### config.mk
export PLATFORM = sky130hd
export DESIGN_NAME = reg_wb_arbiter
export DESIGN_NICKNAME = d
export VERILOG_FILES = /design/src/rtl/wb_pkg.sv /design/src/rtl/wb_fifo.sv /design/src/rtl/reg_wb_arbiter.sv
export SDC_FILE = /design/constraint.sdc
export NUM_CORES = 1
export LEC_CHECK = 0
export BUFFER_PORTS_ARGS = -buffer_cell sky130_fd_sc_hd__buf_2
export CORE_ASPECT_RATIO = 1.25
export CORE_UTILIZATION = 35
export DETAILED_ROUTE_END_ITERATION = 12
export PLACE_DENSITY_LB_ADDON = 0.05
export SLEW_MARGIN = 20
export SYNTH_ARGS = -nofsm -noshare
export SYNTH_HDL_FRONTEND = slang
export SYNTH_HIERARCHICAL = 1
export SYNTH_SLANG_ARGS = --single-unit
### constraint.sdc
create_clock -name clk -period 4.7 [get_ports clk]
set_input_delay 0.94 -clock clk [delete_from_list [all_inputs] [get_ports clk]]
set_output_delay 0.94 -clock clk [all_outputs]
set_load 0.05 [all_outputs]
### src/rtl/wb_pkg.sv
// rtl/wb_pkg.sv - shared writeback entry type, source codes and default widths
package wb_pkg;

    localparam int WB_DATA_W     = 32;
    localparam int WB_ADDR_W     = 5;
    localparam int WB_FIFO_DEPTH = 2;

    localparam logic WB_SRC_ALU = 1'b0;
    localparam logic WB_SRC_MEM = 1'b1;

    typedef struct packed {
        logic                 src;
        logic [WB_ADDR_W-1:0] rd;
        logic [WB_DATA_W-1:0] data;
    } wb_entry_t;

endpackage

### src/rtl/wb_fifo.sv
// rtl/wb_fifo.sv - in-order pending-write buffer, two pushes and one pop per cycle
module wb_fifo #(
    parameter int ENTRY_W = 38,
    parameter int DEPTH   = 2,
    parameter int CNT_W   = $clog2(DEPTH + 1)
) (
    input  logic               clk,
    input  logic               rst,
    input  logic               push_a_valid,
    input  logic [ENTRY_W-1:0] push_a_data,
    input  logic               push_b_valid,
    input  logic [ENTRY_W-1:0] push_b_data,
    input  logic               pop,
    output logic [CNT_W-1:0]   count,
    output logic [ENTRY_W-1:0] head,
    output logic               empty,
    output logic               full
);
    localparam int PTR_W = (DEPTH > 1) ? $clog2(DEPTH) : 1;

    logic [ENTRY_W-1:0] slots [DEPTH];
    logic [PTR_W-1:0]   rd_ptr;
    logic [PTR_W-1:0]   wr_ptr;
    logic [PTR_W-1:0]   wr_ptr_b;
    logic [PTR_W-1:0]   wr_ptr_n;
    logic [CNT_W-1:0]   count_q;
    logic [1:0]         n_push;

    function automatic logic [PTR_W-1:0] ptr_next(input logic [PTR_W-1:0] p);
        return (p == PTR_W'(DEPTH - 1)) ? '0 : p + 1'b1;
    endfunction

    // push_b is only ever offered together with push_a, so it lands in the slot after it
    assign wr_ptr_b = push_a_valid ? ptr_next(wr_ptr) : wr_ptr;
    assign wr_ptr_n = push_b_valid ? ptr_next(wr_ptr_b) : wr_ptr_b;
    assign n_push   = {1'b0, push_a_valid} + {1'b0, push_b_valid};

    always_ff @(posedge clk) begin
        if (push_a_valid) slots[wr_ptr]   <= push_a_data;
        if (push_b_valid) slots[wr_ptr_b] <= push_b_data;
    end

    always_ff @(posedge clk) begin
        if (rst) begin
            rd_ptr  <= '0;
            wr_ptr  <= '0;
            count_q <= '0;
        end else begin
            wr_ptr  <= wr_ptr_n;
            if (pop) rd_ptr <= ptr_next(rd_ptr);
            count_q <= count_q + CNT_W'(n_push) - CNT_W'(pop);
        end
    end

    assign count = count_q;
    assign head  = slots[rd_ptr];
    assign empty = (count_q == '0);
    assign full  = (count_q == CNT_W'(DEPTH));

endmodule

### src/rtl/reg_wb_arbiter.sv
// rtl/reg_wb_arbiter.sv - register-file write-port scheduler (ALU vs load); optional REG_WB_PERF_EN conflict counter
module reg_wb_arbiter
    import wb_pkg::*;
#(
    parameter int DATA_W     = WB_DATA_W,
    parameter int ADDR_W     = WB_ADDR_W,
    parameter int FIFO_DEPTH = WB_FIFO_DEPTH
) (
    input  logic              clk,
    input  logic              rst,
    input  logic              alu_valid,
    input  logic [ADDR_W-1:0] alu_rd,
    input  logic [DATA_W-1:0] alu_data,
    input  logic              mem_valid,
    input  logic [ADDR_W-1:0] mem_rd,
    input  logic [DATA_W-1:0] mem_data,
    output logic              rf_we,
    output logic [ADDR_W-1:0] rf_waddr,
    output logic [DATA_W-1:0] rf_wdata,
    output logic              rf_src,
    output logic              stall,
    output logic              pending
`ifdef REG_WB_PERF_EN
    ,
    output logic [15:0]       conflict_cnt
`endif
);
    localparam int ENTRY_W = 1 + ADDR_W + DATA_W;
    localparam int CNT_W   = $clog2(FIFO_DEPTH + 1);

    logic               mem_ok;
    logic               alu_ok;
    logic [ENTRY_W-1:0] mem_entry;
    logic [ENTRY_W-1:0] alu_entry;

    logic               grant_valid;
    logic [ENTRY_W-1:0] grant_entry;
    logic               push_a_valid;
    logic [ENTRY_W-1:0] push_a_data;
    logic               push_b_valid;
    logic [ENTRY_W-1:0] push_b_data;
    logic               pop;

    logic [CNT_W-1:0]   fifo_count;
    logic [ENTRY_W-1:0] fifo_head;
    logic               fifo_empty;
    logic               fifo_full;

    // rd==0 writes are dropped here; an ALU request arriving under stall is dropped too
    assign mem_ok    = mem_valid && (mem_rd != '0);
    assign alu_ok    = alu_valid && (alu_rd != '0) && !fifo_full;
    assign mem_entry = {WB_SRC_MEM, mem_rd, mem_data};
    assign alu_entry = {WB_SRC_ALU, alu_rd, alu_data};

    // Age order: buffered head, then load return, then ALU result
    always_comb begin
        grant_valid  = 1'b0;
        grant_entry  = '0;
        push_a_valid = 1'b0;
        push_a_data  = '0;
        push_b_valid = 1'b0;
        push_b_data  = '0;
        pop          = 1'b0;
        if (!fifo_empty) begin
            grant_valid = 1'b1;
            grant_entry = fifo_head;
            pop         = 1'b1;
            if (mem_ok) begin
                push_a_valid = 1'b1;
                push_a_data  = mem_entry;
                push_b_valid = alu_ok;
                push_b_data  = alu_entry;
            end else if (alu_ok) begin
                push_a_valid = 1'b1;
                push_a_data  = alu_entry;
            end
        end else if (mem_ok) begin
            grant_valid  = 1'b1;
            grant_entry  = mem_entry;
            push_a_valid = alu_ok;
            push_a_data  = alu_entry;
        end else if (alu_ok) begin
            grant_valid = 1'b1;
            grant_entry = alu_entry;
        end
    end

    wb_fifo #(
        .ENTRY_W (ENTRY_W),
        .DEPTH   (FIFO_DEPTH),
        .CNT_W   (CNT_W)
    ) u_fifo (
        .clk          (clk),
        .rst          (rst),
        .push_a_valid (push_a_valid),
        .push_a_data  (push_a_data),
        .push_b_valid (push_b_valid),
        .push_b_data  (push_b_data),
        .pop          (pop),
        .count        (fifo_count),
        .head         (fifo_head),
        .empty        (fifo_empty),
        .full         (fifo_full)
    );

    always_ff @(posedge clk) begin
        if (rst) begin
            rf_we    <= 1'b0;
            rf_src   <= 1'b0;
            rf_waddr <= '0;
            rf_wdata <= '0;
        end else begin
            rf_we                        <= grant_valid;
            {rf_src, rf_waddr, rf_wdata} <= grant_entry;
        end
    end

    assign stall   = fifo_full;
    assign pending = (fifo_count != '0);

`ifdef REG_WB_PERF_EN
    // Any push means some valid request lost arbitration this cycle
    always_ff @(posedge clk) begin
        if (rst) begin
            conflict_cnt <= '0;
        end else if (push_a_valid && (conflict_cnt != 16'hFFFF)) begin
            conflict_cnt <= conflict_cnt + 16'd1;
        end
    end
`endif

`ifndef SYNTHESIS
    alu_during_stall: assert property (@(posedge clk) disable iff (rst) !(alu_valid && stall));
`endif

endmodule
Yosys cells after proc, flatten, opt, wreduce, memory -nomap -nowiden
Memories as Yosys holds them, arrays and structs flattened. A register that Yosys moved wholly into a read port is not among the register bits.
Index checks and enable logic that the tools add are counted.

storage, ports and cells
  bits in registers = 43
  bits in writable memories = 76
  input bits = 78
  output and inout bits = 41
  memories = 1

memories
  memory        words  width  read ports  clocked after memory_dff  wr ports  RTL line       text
  u_fifo.slots  2      38     1           1                         2         wb_fifo.sv:21  logic [ENTRY_W-1:0] slots [DEPTH];

operators by class
  add/sub/neg operators = 6
  equal/unequal tests = 1
  muxes and demuxes = 24
  reduce and logical (&&, ||, !) cells = 8

operator list
  kind                                         count
  38-bit 2-to-1 mux                            3
  37-bit 2-to-1 mux                            3
  1-bit 2-to-1 mux                             18
  5-bit nonzero test                           2
  1-bit adder, second input constant           3
  1-bit logical AND                            3
  1-bit by 1-bit adder with 2-bit output       1
  2-bit adder                                  1
  2-bit equality test, second input constant   1
  2-bit logical NOT                            1
  2-bit nonzero test                           1
  2-bit by 1-bit subtractor with 2-bit output  1
  1-bit logical NOT                            1

Depth between registers and ports, before layout
Gate-level depths: netlist of run 1.

  depth in word-level cells = 10
  gate-level depth with buffers = 13

By module
The synthesis of run 1 kept the hierarchy.

modules (own cells, without submodules)
  module          instances  cells an instance  area each (sq um)
  wb_fifo         1          227                4195.3
  reg_wb_arbiter  1          404                2967.8

Worst setup path after synthesis of run 1
No wires, ideal clock.

  path type = input port to flip-flop
  start point = in mem_valid
  end point = mem u_fifo.slots[0][0] (enable)
  library setup time = 0.399 ns
  data arrival time = 3.249 ns
  data required time = 4.301 ns
  path slack = 1.052 ns
  cell stages on the path = 8
  buffers on the path = 3
  path through = buf_2 inv_1 a21oi_1 buf_2 clkbuf_1 a21oi_1 nor2_1 fa_1

RTL lines
  element             RTL line              text
  start: declaration  reg_wb_arbiter.sv:14  input logic mem_valid,
  end: declaration    wb_fifo.sv:21

==> PnR_summary.wiki, run 1 <==
{| class="wikitable"
! Metric !! Value
|-
| List of most frequent post-synthesis cells || edfxtp_1, mux2_4, o21ai_0
|-
| Share of synthesized area spent on multiplexers || 21.21%
|-
| # DRC || 0
|-
| Summed negative setup slack over all endpoints || 0 ps
|-
| Most common flop cell mapped by yosys || edfxtp_1
|-
| Unrepaired setup endpoints after global routing || no
|-
| Hold Fails Final Rpt || 0
|-
| Max Clock Skew || 4.976 ps
|-
| Overall routed net length || 19470 um
|-
| Post-Syn Area || 0.007163 mm2
|-
| Count of buffers from port buffering || 118
|-
| Critical path launch point || alu_rd[1]
|-
| Initial core utilization || 35.63%
|-
| Full die area || 0.02105 mm2
|-
| Number of synthesized flops with an enable pin || 76
|-
| Total CTS buffers || 17
|-
| Number of sinks driven by the clock tree || 120
|-
| Capturing element of the worst setup path || u_fifo/slots[0][6]
|-
| Vias in the first global route || 5541
|-
| Master cell of the clock root buffer || clkbuf_16
|-
| Clock latency reported for the late side of the worst-skew pair || 410 ps
|-
| Layout cell share with drive strength beyond 1 || 40.27%
|-
| Share of the clock period used by the worst path after layout || 76.62%
|-
| Req. time, crit path || 4860 ps
|-
| Setup Crit Path Kind || input port to flop
|-
| First-pass GRT wire length || 30430 um
|-
| Pwr dens || 666.0 mW/mm2
|-
| Arrival time reported for the critical path endpoint || 3760 ps
|-
| Core box area || 0.02010 mm2
|-
| Worst-case headroom to the max-slew limit || 24.51%
|-
| Gate Count Post-Synth || 631
|-
| Type of the most critical hold path || flop to flop
|-
| Final antenna-violating net count || 0
|-
| Max-slew violation count || 0
|-
| Global-route congestion overflow total || 0
|-
| Post-CTS Resized || 0
|-
| Type of element capturing the critical path || flop
|-
| Async set or reset register ratio after synthesis || 0%
|-
| Maximum Capacitance Violations || 0
|-
| Area added between synthesis and finish || 18.18%
|-
| Startpoint type of the worst setup path || input port
|-
| Outcome || finished clean
|-
| Achievable frequency || 277.7 MHz
|-
| Vias per cell || 5.484
|-
| Via Count || 5511
|-
| Cell with the most instances after synthesis || edfxtp_1
|-
| CP max FO || 16
|-
| Final weighted congestion in routability-driven placement || 0.7447
|-
| Main combinational cell family by area after synthesis || multiplexers
|-
| # rows || 58
|-
| First-iteration detailed-routing DRC count || 273
|-
| Share of synthesized cell area in full adder, half adder and majority cells || 1.537%
|-
| TritonCTS clock tree || done
|-
| Source of the worst register-to-register timing path || u_fifo/count[0]
|-
| Main area contributors after synthesis || edfxtp_1, mux2_4, dfxtp_1, mux2_2, o21ai_0
|-
| Maximum number of pins on one net before global-route repair || 95
|-
| Setup violation total in the final timing report || 0
|-
| Depth of the worst register-to-register path || 10
|-
| WL per Instance || 19.37 um
|-
| Sequential cell area fraction in the yosys report || 44.16%
|-
| Count of hold buffers inserted by post-cts repair || 0
|-
| Clock transition at the register clock pins on the worst setup and hold paths after CTS || 60 ps
|-
| Static Leak || 0.003471 uW
|-
| Antenna cell count || 0
|-
| Cell type with the highest aggregate area in the netlist || edfxtp_1
|-
| GRT Overall Usage || 19.13%
|-
| Min Hold Slack || 512.5 ps
|-
| Die extent in y || 161.9 um
|-
| Transition time at the pin with the least slew margin || 1132 ps
|-
| I/O Pins || 119
|-
| Number of storage elements in the synthesis netlist || 120
|-
| Cell variety after synth || 43
|-
| X dimension of the die || 130.0 um
|-
| Average cell area after synthesis || 11.35 um2
|-
| Detailed-routing iteration count for the pre-antenna-repair pass || 4
|-
| Yosys warns || 6
|-
| Register-to-Register Setup Slack || 1370 ps
|-
| Number of setup buffers added after CTS || 0
|-
| DPL Wire Length || 12240 um
|-
| Top cell type's share of synthesized area || 31.86%
|-
| Post-Synth XOR/XNOR Area || 0.4367%
|-
| Worst-case clock buffer depth || 2
|-
| Nets || 807
|-
| Endpoint of the worst-slack reg-to-reg timing path || u_fifo/slots[0][6]
|-
| Number of levels in the clock H-tree || 4
|-
| Antenna violations before repair || 1
|-
| Worst-case vdd ir drop || 0.4308 mV
|-
| Compound-Gate Fraction of Synth Area || 14.67%
|-
| Post-synthesis simple-gate area fraction || 10.64%
|-
| Minimum period implied by the final worst setup slack || 3601 ps
|}
==> layer usage <==
layer	up-vias	track usage (%)	share of wire, %
li1	2608	-	-
met1	2712	23.57	43
met2	166	32.89	50
met3	23	3.986	4.7
met4	2	6.395	1.9
met5	-	0	0.067
==> power by group <==
| part | internal, uW | switching, uW | leakage [uW] |
|---|---|---|---|
| registers | 1650 | 137 | 0.00109 |
| logic | 983 | 1620 | 0.00211 |
| clock network | 769 | 480 | 0.000267 |
==> logic make-up after synthesis <==
group	after synthesis
AO/OA/AOI/OAI	152
XOR/XNOR	2
adder cells (fa/ha/maj)	7
buffers and inverters	103
flip-flops	120
multiplexers	115
other	1
AND/OR/NAND/NOR	131
==> worst max-delay path, stage by stage <==
cell and delay, ps:
buf_2 130, or4_1 510, o21a_2 320, nor2_1 160, nor2_1 60, buf_4 160, ha_1 300, ha_2 560
buf_4 270, mux2_2 340
==> flip-flops by register name, summed over array words and instances, names as in the netlist, named ones only <==
register       cells
u_fifo/slots      76
rf_wdata          32
rf_waddr           5
u_fifo/count       2
rf_src             1
rf_we              1
u_fifo/rd_ptr      1
u_fifo/wr_ptr      1
==> cell type report <==
| cell class | count | area, um2 |
|---|---|---|
| timing repair buffer | 135 | 730.7 |
| sequential | 120 | 3164 |
| clock buffer | 17 | 425.4 |
| inverter | 39 | 146.4 |
| multi-input combinational | 409 | 3525 |
| clock inverter | 15 | 136.4 |
| fill | 1954 | 11640 |
| tap | 270 | 337.8 |
==> placed cells by master, fill, tap and decap left out, types with 3 or more instances in the layout <==
master and count:
nand4_1 32, and3_1 40, mux2_2 54, clkbuf_16 17, mux2_4 60, o21ai_1 5, dfxtp_1 43, clkinvlp_4 5
o311ai_1 9, inv_1 38, a22oi_1 32, nor2_1 13, a32oi_1 5, o311ai_0 23, o21ai_0 59, nor2b_1 3
nand2_1 4, a211oi_1 4, buf_4 16, buf_2 118, nand3_1 32, a22o_1 3, edfxtp_1 76, clkinv_2 7
==> through the flow <==
step / std cells / setup slack [ps] / cell area, um2 / util (%) / power, uW
after global routing: 1005 / 943.3 / 8466 / 42.11 / 5973
after global placement: 973 / 682.7 / 7899 / 39.29 / 4389
after detailed placement: 973 / 671.2 / 7899 / 39.29 / 4427
final: 1005 / 1099 / 8466 / 42.11 / 5638
after CTS: 1005 / 1099 / 8461 / 42.09 / 5701
after floorplan: 632 / 1052 / 7167 / - / 3806
==> worst min-delay path by stage <==
stage	from	endpoint	slack [ps]	cells past startpoint
after floorplan	u_fifo/rd_ptr	flop	480	2
after global placement	u_fifo/rd_ptr	u_fifo/rd_ptr	500	2
after detailed placement	u_fifo/rd_ptr	u_fifo/rd_ptr	500	2
after CTS	u_fifo/rd_ptr	u_fifo/rd_ptr	520	2
after global routing	u_fifo/rd_ptr	u_fifo/rd_ptr	540	2
final	u_fifo/rd_ptr	u_fifo/rd_ptr	510	2
No activity file was read; power rests on OpenSTA's default activity.
==> run 2, diff against run 1 <==
- ABC_AREA: unset -> 1
- clock period: 4.7 -> 3.3 ns (I/O delays scaled with it)
==> PnR_summary.wiki, run 2 <==
{| class="wikitable"
! Metric !! Value
|-
| Outcome || finished clean
|-
| Number of storage elements in the synthesis netlist || 120 (unchanged)
|-
| Area added between synthesis and finish || 20.00%
|-
| Maximum Capacitance Violations || 0 (unchanged)
|-
| Number of flip-flops in the largest register || 76 (unchanged)
|-
| Summed negative setup slack over all endpoints || 0 ps (unchanged)
|-
| Top cell type's share of synthesized area || 33.25% (+1.4 points)
|-
| List of most frequent post-synthesis cells || nand2_1, o21ai_0, inv_1
|-
| Static Leak || 0.003575 uW (+3.0%)
|-
| Maximum number of pins on one net before global-route repair || 109 (+15%)
|-
| Via Count || 5873 (+6.6%)
|-
| Pwr dens || 936.8 mW/mm2 (+41%)
|-
| Worst-case vdd ir drop || 0.4012 mV (-6.9%)
|-
| Number of levels in the clock H-tree || 4 (unchanged)
|-
| Unrepaired setup endpoints after global routing || no
|-
| Nets || 1018 (+26%)
|-
| # rows || 56 (-3.4%)
|-
| Most common flop cell mapped by yosys || edfxtp_1
|-
| Worst-case headroom to the max-slew limit || 26.62% (+2.1 points)
|-
| Gate Count Post-Synth || 837 (+33%)
|-
| Detailed-routing iteration count for the pre-antenna-repair pass || 5 (+1)
|-
| Worst-case clock buffer depth || 2 (unchanged)
|-
| Placed instance area || 0.007647 mm2 (-3.2%)
|-
| Arrival time reported for the critical path endpoint || 2690 ps (-1070 ps)
|-
| Max-slew violation count || 0 (unchanged)
|-
| CP max FO || 24 (+8)
|-
| Cell variety after synth || 28 (-35%)
|-
| Sequential cell area fraction in the yosys report || 46.09% (+1.9 points)
|-
| First-pass GRT wire length || 29330 um (-3.6%)
|-
| Cell type with the highest aggregate area in the netlist || edfxtp_1
|-
| Hold Fails Final Rpt || 0 (unchanged)
|-
| First-iteration detailed-routing DRC count || 348 (+27%)
|-
| Achievable frequency || 393.3 MHz
|-
| Share of the clock period used by the worst path after layout || 77.05%
|-
| Leading cell type in the layout, fill and taps excluded || nand2_1
|-
| Final antenna-violating net count || 0 (unchanged)
|-
| Type of element capturing the critical path || flop
|-
| Clock latency reported for the late side of the worst-skew pair || 410 ps (about the same)
|-
| Full die area || 0.02018 mm2 (-4.1%)
|-
| Post-CTS Resized || 0 (unchanged)
|-
| Layout cell share with drive strength beyond 1 || 23.04% (-17 points)
|-
| Largest stage delay on the critical path || 400 ps (-160 ps)
|-
| Setup violation total in the final timing report || 0 (unchanged)
|-
| Vias per cell || 4.866 (-11%)
|-
| Cell with the most instances after synthesis || nand2_1
|-
| Setup slack at placement || 340.0 ps (-331.3 ps)
|-
| Filler cell count || 1922 (-1.6%)
|-
| Setup Crit Path Kind || flop to flop
|-
| Die extent in y || 158.6 um (-2.1%)
|-
| Type of the most critical hold path || flop to flop
|-
| DPL Wire Length || 11390 um (-6.9%)
|-
| Post-Syn Area || 0.006863 mm2 (-4.2%)
|-
| Worst setup slack after layout || 757.3 ps (-341.4 ps)
|-
| X dimension of the die || 127.2 um (-2.1%)
|-
| Number of sinks driven by the clock tree || 120 (unchanged)
|-
| Total CTS buffers || 17 (unchanged)
|-
| TritonCTS clock tree || done
|-
| # DRC || 0 (unchanged)
|-
| GRT Overall Usage || 19.23% (+0.10 points)
|-
| Max Clock Skew || 6.832 ps (+1.856 ps)
|-
| Number of synthesized flops with an enable pin || 76 (unchanged)
|-
| Number of setup buffers added after CTS || 0 (unchanged)
|-
| Req. time, crit path || 3450 ps (-1410 ps)
|-
| Initial core utilization || 36.14% (+0.51 points)
|-
| Slowest CP cell || dfxtp_1
|-
| Register-to-Register Setup Slack || 760 ps (-610 ps)
|-
| Minimum period implied by the final worst setup slack || 2543 ps
|-
| Count of buffers from port buffering || 118 (unchanged)
|-
| Registers with the most flip-flops || u_fifo/slots x76, rf_wdata x32, rf_waddr x5
|-
| Yosys warns || 6 (unchanged)
|-
| Final instance area || 0.008235 mm2 (-2.7%)
|-
| Final weighted congestion in routability-driven placement || 0.7345 (-1.4%)
|-
| Overall routed net length || 18730 um (-3.8%)
|-
| Count of hold buffers inserted by post-cts repair || 0 (unchanged)
|-
| I/O Pins || 119 (unchanged)
|-
| Transition time at the pin with the least slew margin || 1098 ps (-34.25 ps)
|-
| Leading cell types in the layout, fill and taps excluded || nand2_1, o21ai_0, buf_2, inv_1, edfxtp_1
|-
| Antenna violations before repair || 0 (-1)
|-
| Cell chain of the critical path || inv_1, nor2_1, nor2_4, nand2_1, o21ai_1, buf_4, ha_1, inv_1, ha_2, buf_4, o21ai_0
|-
| Main area contributors after synthesis || edfxtp_1, dfxtp_1, nand2_1, o21ai_0, inv_1
|-
| Antenna cell count || 0 (unchanged)
|-
| WL per Instance || 15.52 um (-20%)
|-
| Vias in the first global route || 5555 (+0.25%)
|-
| Register with the most flip-flops || u_fifo/slots
|-
| Startpoint type of the worst setup path || flop
|-
| Async set or reset register ratio after synthesis || 0% (unchanged)
|-
| Global-route congestion overflow total || 0 (unchanged)
|-
| Clock transition at the register clock pins on the worst setup and hold paths after CTS || 60 ps (about the same)
|-
| Average cell area after synthesis || 8.199 um2 (-28%)
|-
| Core box area || 0.01899 mm2 (-5.5%)
|-
| Master cell of the clock root buffer || clkbuf_16
|}
## run 2: cell types whose count changed after synthesis, sizes merged, moves of 34 or more
cell    change
and3       -40
nor2       +41
inv        +54
mux2       -76
nand3b     +34
nand2     +193
a21oi      +35
o21ai      +85
## run 2: through the flow
stage	util (%)	std cells	hold slack [ps]	power [uW]
2_1_floorplan	-	838	481.3	5138
3_3_place_gp	40.27	1175	495.4	5918
3_5_place_dp	40.27	1175	494.9	5978
4_1_cts	43.34	1207	509.2	7819
5_1_grt	43.37	1207	552.2	8206
6_report	43.37	1207	515.3	7715
## run 2: where the power goes
part | total, uW | switching [uW] | internal [uW]
Combinational | 3270 | 2240 | 1030
Sequential | 2620 | 188 | 2430
Clock | 1820 | 648 | 1180
Total | 7720 | 3070 | 4640
## run 2: kinds of logic after synthesis
family / Yosys count / synth area share [%]
simple gates: 331 / 21.55
flops: 120 / 46.09
buf+inv: 152 / 9.608
fa+ha+maj: 7 / 1.604
mux: 38 / 7.329
other cells: 1 / 0.05464
compound gates: 187 / 13.64
xor+xnor: 1 / 0.1276
## run 2: worst max-delay path, delay by kind of cell (launching register included)
family	cells	cell delay, ps
adders and majority gates	2	510
AOI/OAI and AO/OA	2	220
and+or+nand+nor	3	560
buffers and inverters	4	570
DFF	1	400
## run 2: cell type report
| class | instances | area (um2) | area share (%) |
|---|---|---|---|
| clock buffers | 22 | 484.2 | 5.880 |
| flip-flops and latches | 120 | 3164 | 38.42 |
| inverters | 93 | 349.1 | 4.239 |
| well taps | 261 | 326.6 | 3.965 |
| clock inverters | 10 | 98.84 | 1.200 |
| multi-input cells | 566 | 3069 | 37.27 |
| repair buffers | 135 | 743.2 | 9.025 |
## run 2: final timing paths
path | start | to | cells after the start
hold / removal | u_fifo/rd_ptr | flop | 2
setup reg to reg | u_fifo/count[1] | u_fifo/slots[1][6] | 11
hold reg to reg | u_fifo/rd_ptr | flop | 2
setup / recovery | u_fifo/count[1] | u_fifo/slots[1][6] | 11
## run 2: layer usage
metal	global-route usage, %	part of all wire [%]
met1	23.03	44
met3	3.562	3.4
met4	5.896	1.0
met5	0	0
met2	34.88	52
==> run 3, diff against run 2 <==
- clock period: 3.3 -> 2.6 ns (I/O delays scaled with it)
==> PnR_summary.wiki, run 3 (synthesis gave the netlist of run 2 again) <==
{| class="wikitable"
! Metric !! Value
|-
| Maximum Capacitance Violations || 0 (unchanged)
|-
| Startpoint type of the worst setup path || flop
|-
| Number of sinks driven by the clock tree || 120 (unchanged)
|-
| Final antenna-violating net count || 0 (unchanged)
|-
| I/O Pins || 119 (unchanged)
|-
| Via Count || 5901 (+0.48%)
|-
| Total area of sequential cells || 0.003164 mm2 (unchanged)
|-
| Depth of the worst register-to-register path || 10 (-1)
|-
| Source of the worst hold timing path || rst
|-
| Setup Crit Path Kind || flop to flop
|-
| Die extent in y || 158.6 um (unchanged)
|-
| Registers with the most flip-flops || u_fifo/slots x76, rf_wdata x32, rf_waddr x5
|-
| Filler cell count || 1911 (-0.57%)
|-
| Pwr dens || 1199 mW/mm2 (+28%)
|-
| Post-CTS Resized || 0 (unchanged)
|-
| Summed negative setup slack over all endpoints || 0 ps (unchanged)
|-
| First-iteration detailed-routing DRC count || 323 (-7.2%)
|-
| Register with the most flip-flops || u_fifo/slots
|-
| Req. time, crit path || 2750 ps (-700 ps)
|-
| Number of levels in the clock H-tree || 4 (unchanged)
|-
| Max Clock Skew || 12.53 ps (+5.694 ps)
|-
| Arrival time reported for the critical path endpoint || 2350 ps (-340 ps)
|-
| TritonCTS clock tree || done
|-
| Transition time at the pin with the least slew margin || 1037 ps (-61.56 ps)
|-
| Endpoint of the worst-slack reg-to-reg timing path || u_fifo/slots[1][15]
|-
| Static Leak || 0.003629 uW (+1.5%)
|-
| Global-route congestion overflow total || 0 (unchanged)
|-
| Max-slew violation count || 0 (unchanged)
|-
| Total CTS buffers || 17 (unchanged)
|-
| Count of buffers from port buffering || 118 (unchanged)
|-
| Clock latency reported for the late side of the worst-skew pair || 410 ps (about the same)
|-
| Number of flip-flops in the largest register || 76 (unchanged)
|-
| First-pass GRT wire length || 30730 um (+4.8%)
|-
| DPL Wire Length || 11840 um (+3.9%)
|-
| Final weighted congestion in routability-driven placement || 0.7294 (-0.69%)
|-
| Worst-case headroom to the max-slew limit || 30.90% (+4.3 points)
|-
| Hold Fails Final Rpt || 0 (unchanged)
|-
| Vias per cell || 4.861 (-0.10%)
|-
| Register-to-Register Setup Slack || 400 ps (-360 ps)
|-
| Antenna cell count || 0 (unchanged)
|-
| Count of hold buffers inserted by post-cts repair || 0 (unchanged)
|-
| Hold worst-path end || u_fifo/rd_ptr
|-
| # rows || 56 (unchanged)
|-
| Min Hold Slack || 414.4 ps (-100.9 ps)
|-
| Master cell of the clock root buffer || clkbuf_16
|-
| Leading cell types in the layout, fill and taps excluded || nand2_1, o21ai_0, buf_2, inv_1, edfxtp_1
|-
| Worst-case clock buffer depth || 2 (unchanged)
|-
| Share of the clock period used by the worst path after layout || 84.70% (+7.6 points)
|-
| Minimum period implied by the final worst setup slack || 2202 ps (-340.6 ps)
|-
| WL per Instance || 16.03 um (+3.3%)
|-
| Nets || 1025 (+0.69%)
|-
| Leading cell type in the layout, fill and taps excluded || nand2_1
|-
| Worst-case vdd ir drop || 0.5929 mV (+48%)
|-
| Clock transition at the register clock pins on the worst setup and hold paths after CTS || 60 ps (about the same)
|-
| Setup slack at placement || 80.78 ps (-259.2 ps)
|-
| Layout cell share with drive strength beyond 1 || 24.13% (+1.1 points)
|-
| Overall routed net length || 19460 um (+3.9%)
|-
| Type of element capturing the critical path || flop
|-
| Core box area || 0.01899 mm2 (unchanged)
|-
| Setup violation total in the final timing report || 0 (unchanged)
|-
| Outcome || finished clean
|-
| Source of the worst register-to-register timing path || u_fifo/count[1]
|-
| Detailed-routing iteration count for the pre-antenna-repair pass || 5 (unchanged)
|-
| X dimension of the die || 127.2 um (unchanged)
|-
| Worst setup slack after layout || 397.9 ps (-359.4 ps)
|-
| Full die area || 0.02018 mm2 (unchanged)
|-
| Number of setup buffers added after CTS || 0 (unchanged)
|-
| GRT Overall Usage || 20.20% (+0.97 points)
|-
| Initial core utilization || 36.14% (unchanged)
|-
| Achievable frequency || 454.1 MHz (+15%)
|-
| Worst hold path stage count || 2 (unchanged)
|-
| Maximum number of pins on one net before global-route repair || 109 (unchanged)
|-
| Type of the most critical hold path || input port to flop
|-
| Area of the multi-input gates || 0.003075 mm2 (+0.20%)
|-
| Area added between synthesis and finish || 22.24%
|-
| Unrepaired setup endpoints after global routing || no
|-
| Antenna violations before repair || 0 (unchanged)
|-
| Vias in the first global route || 5825 (+4.9%)
|-
| # DRC || 0 (unchanged)
|-
| CP max FO || 46 (+92%)
|}
run 3: cell type report:
cell class	instances	share of cell area (%)
sequential	120	37.72
clock buffer	18	5.235
timing repair buffer	142	10.47
inverter	93	4.161
clock inverter	14	1.864
multi-input combinational	566	36.66
tap	261	3.893
run 3: worst max-delay path, cell delays in order (launching register included):
cell	delay, ps
dfxtp_1	400
inv_1	110
nor2_4	170
nor2_4	60
nand2_1	140
o21ai_2	90
ha_1	310
inv_1	70
ha_2	220
buf_12	220
o21ai_0	120
run 3: layer usage:
| metal | track usage [%] | wire, um | vias to the layer above | share of wire (%) |
|---|---|---|---|---|
| li1 | - | - | 2968 | - |
| met1 | 25.34 | 8769 | 2777 | 45 |
| met2 | 34.59 | 9745 | 134 | 50 |
| met3 | 3.595 | 610 | 22 | 3.1 |
| met4 | 7.766 | 338 | 0 | 1.7 |
| met5 | 0 | 0 | - | 0 |
run 3: how the worst max path moves through the flow:
stage / slack (ps) / to / startpoint / cells past startpoint
global placement: 150 / u_fifo/slots[1][28] / mem_rd[4] / 12
detailed placement: 80 / u_fifo/slots[1][35] / mem_rd[4] / 12
finish: 400 / u_fifo/slots[1][15] / u_fifo/count[1] / 10
floorplan: 30 / u_fifo/slots[1][25] / mem_rd[4] / 13
CTS: 360 / u_fifo/slots[0][36] / u_fifo/count[0] / 7
global route: 240 / u_fifo/slots[1][32] / u_fifo/count[1] / 10
run 3: through the flow:
step	utilization, %	instance area (um2)	std cells	power, uW
6_report	44.18	8389	1214	10060
5_1_grt	44.18	8389	1214	10710
4_1_cts	44.04	8362	1213	10140
3_5_place_dp	40.90	7766	1181	7727
3_3_place_gp	40.90	7766	1181	7647
2_1_floorplan	-	6883	838	6537
run 3: power by group:
part	switching, uW	total [uW]	internal (uW)
Sequential	246	3320	3070
Combinational	2920	4350	1430
Clock	874	2390	1520
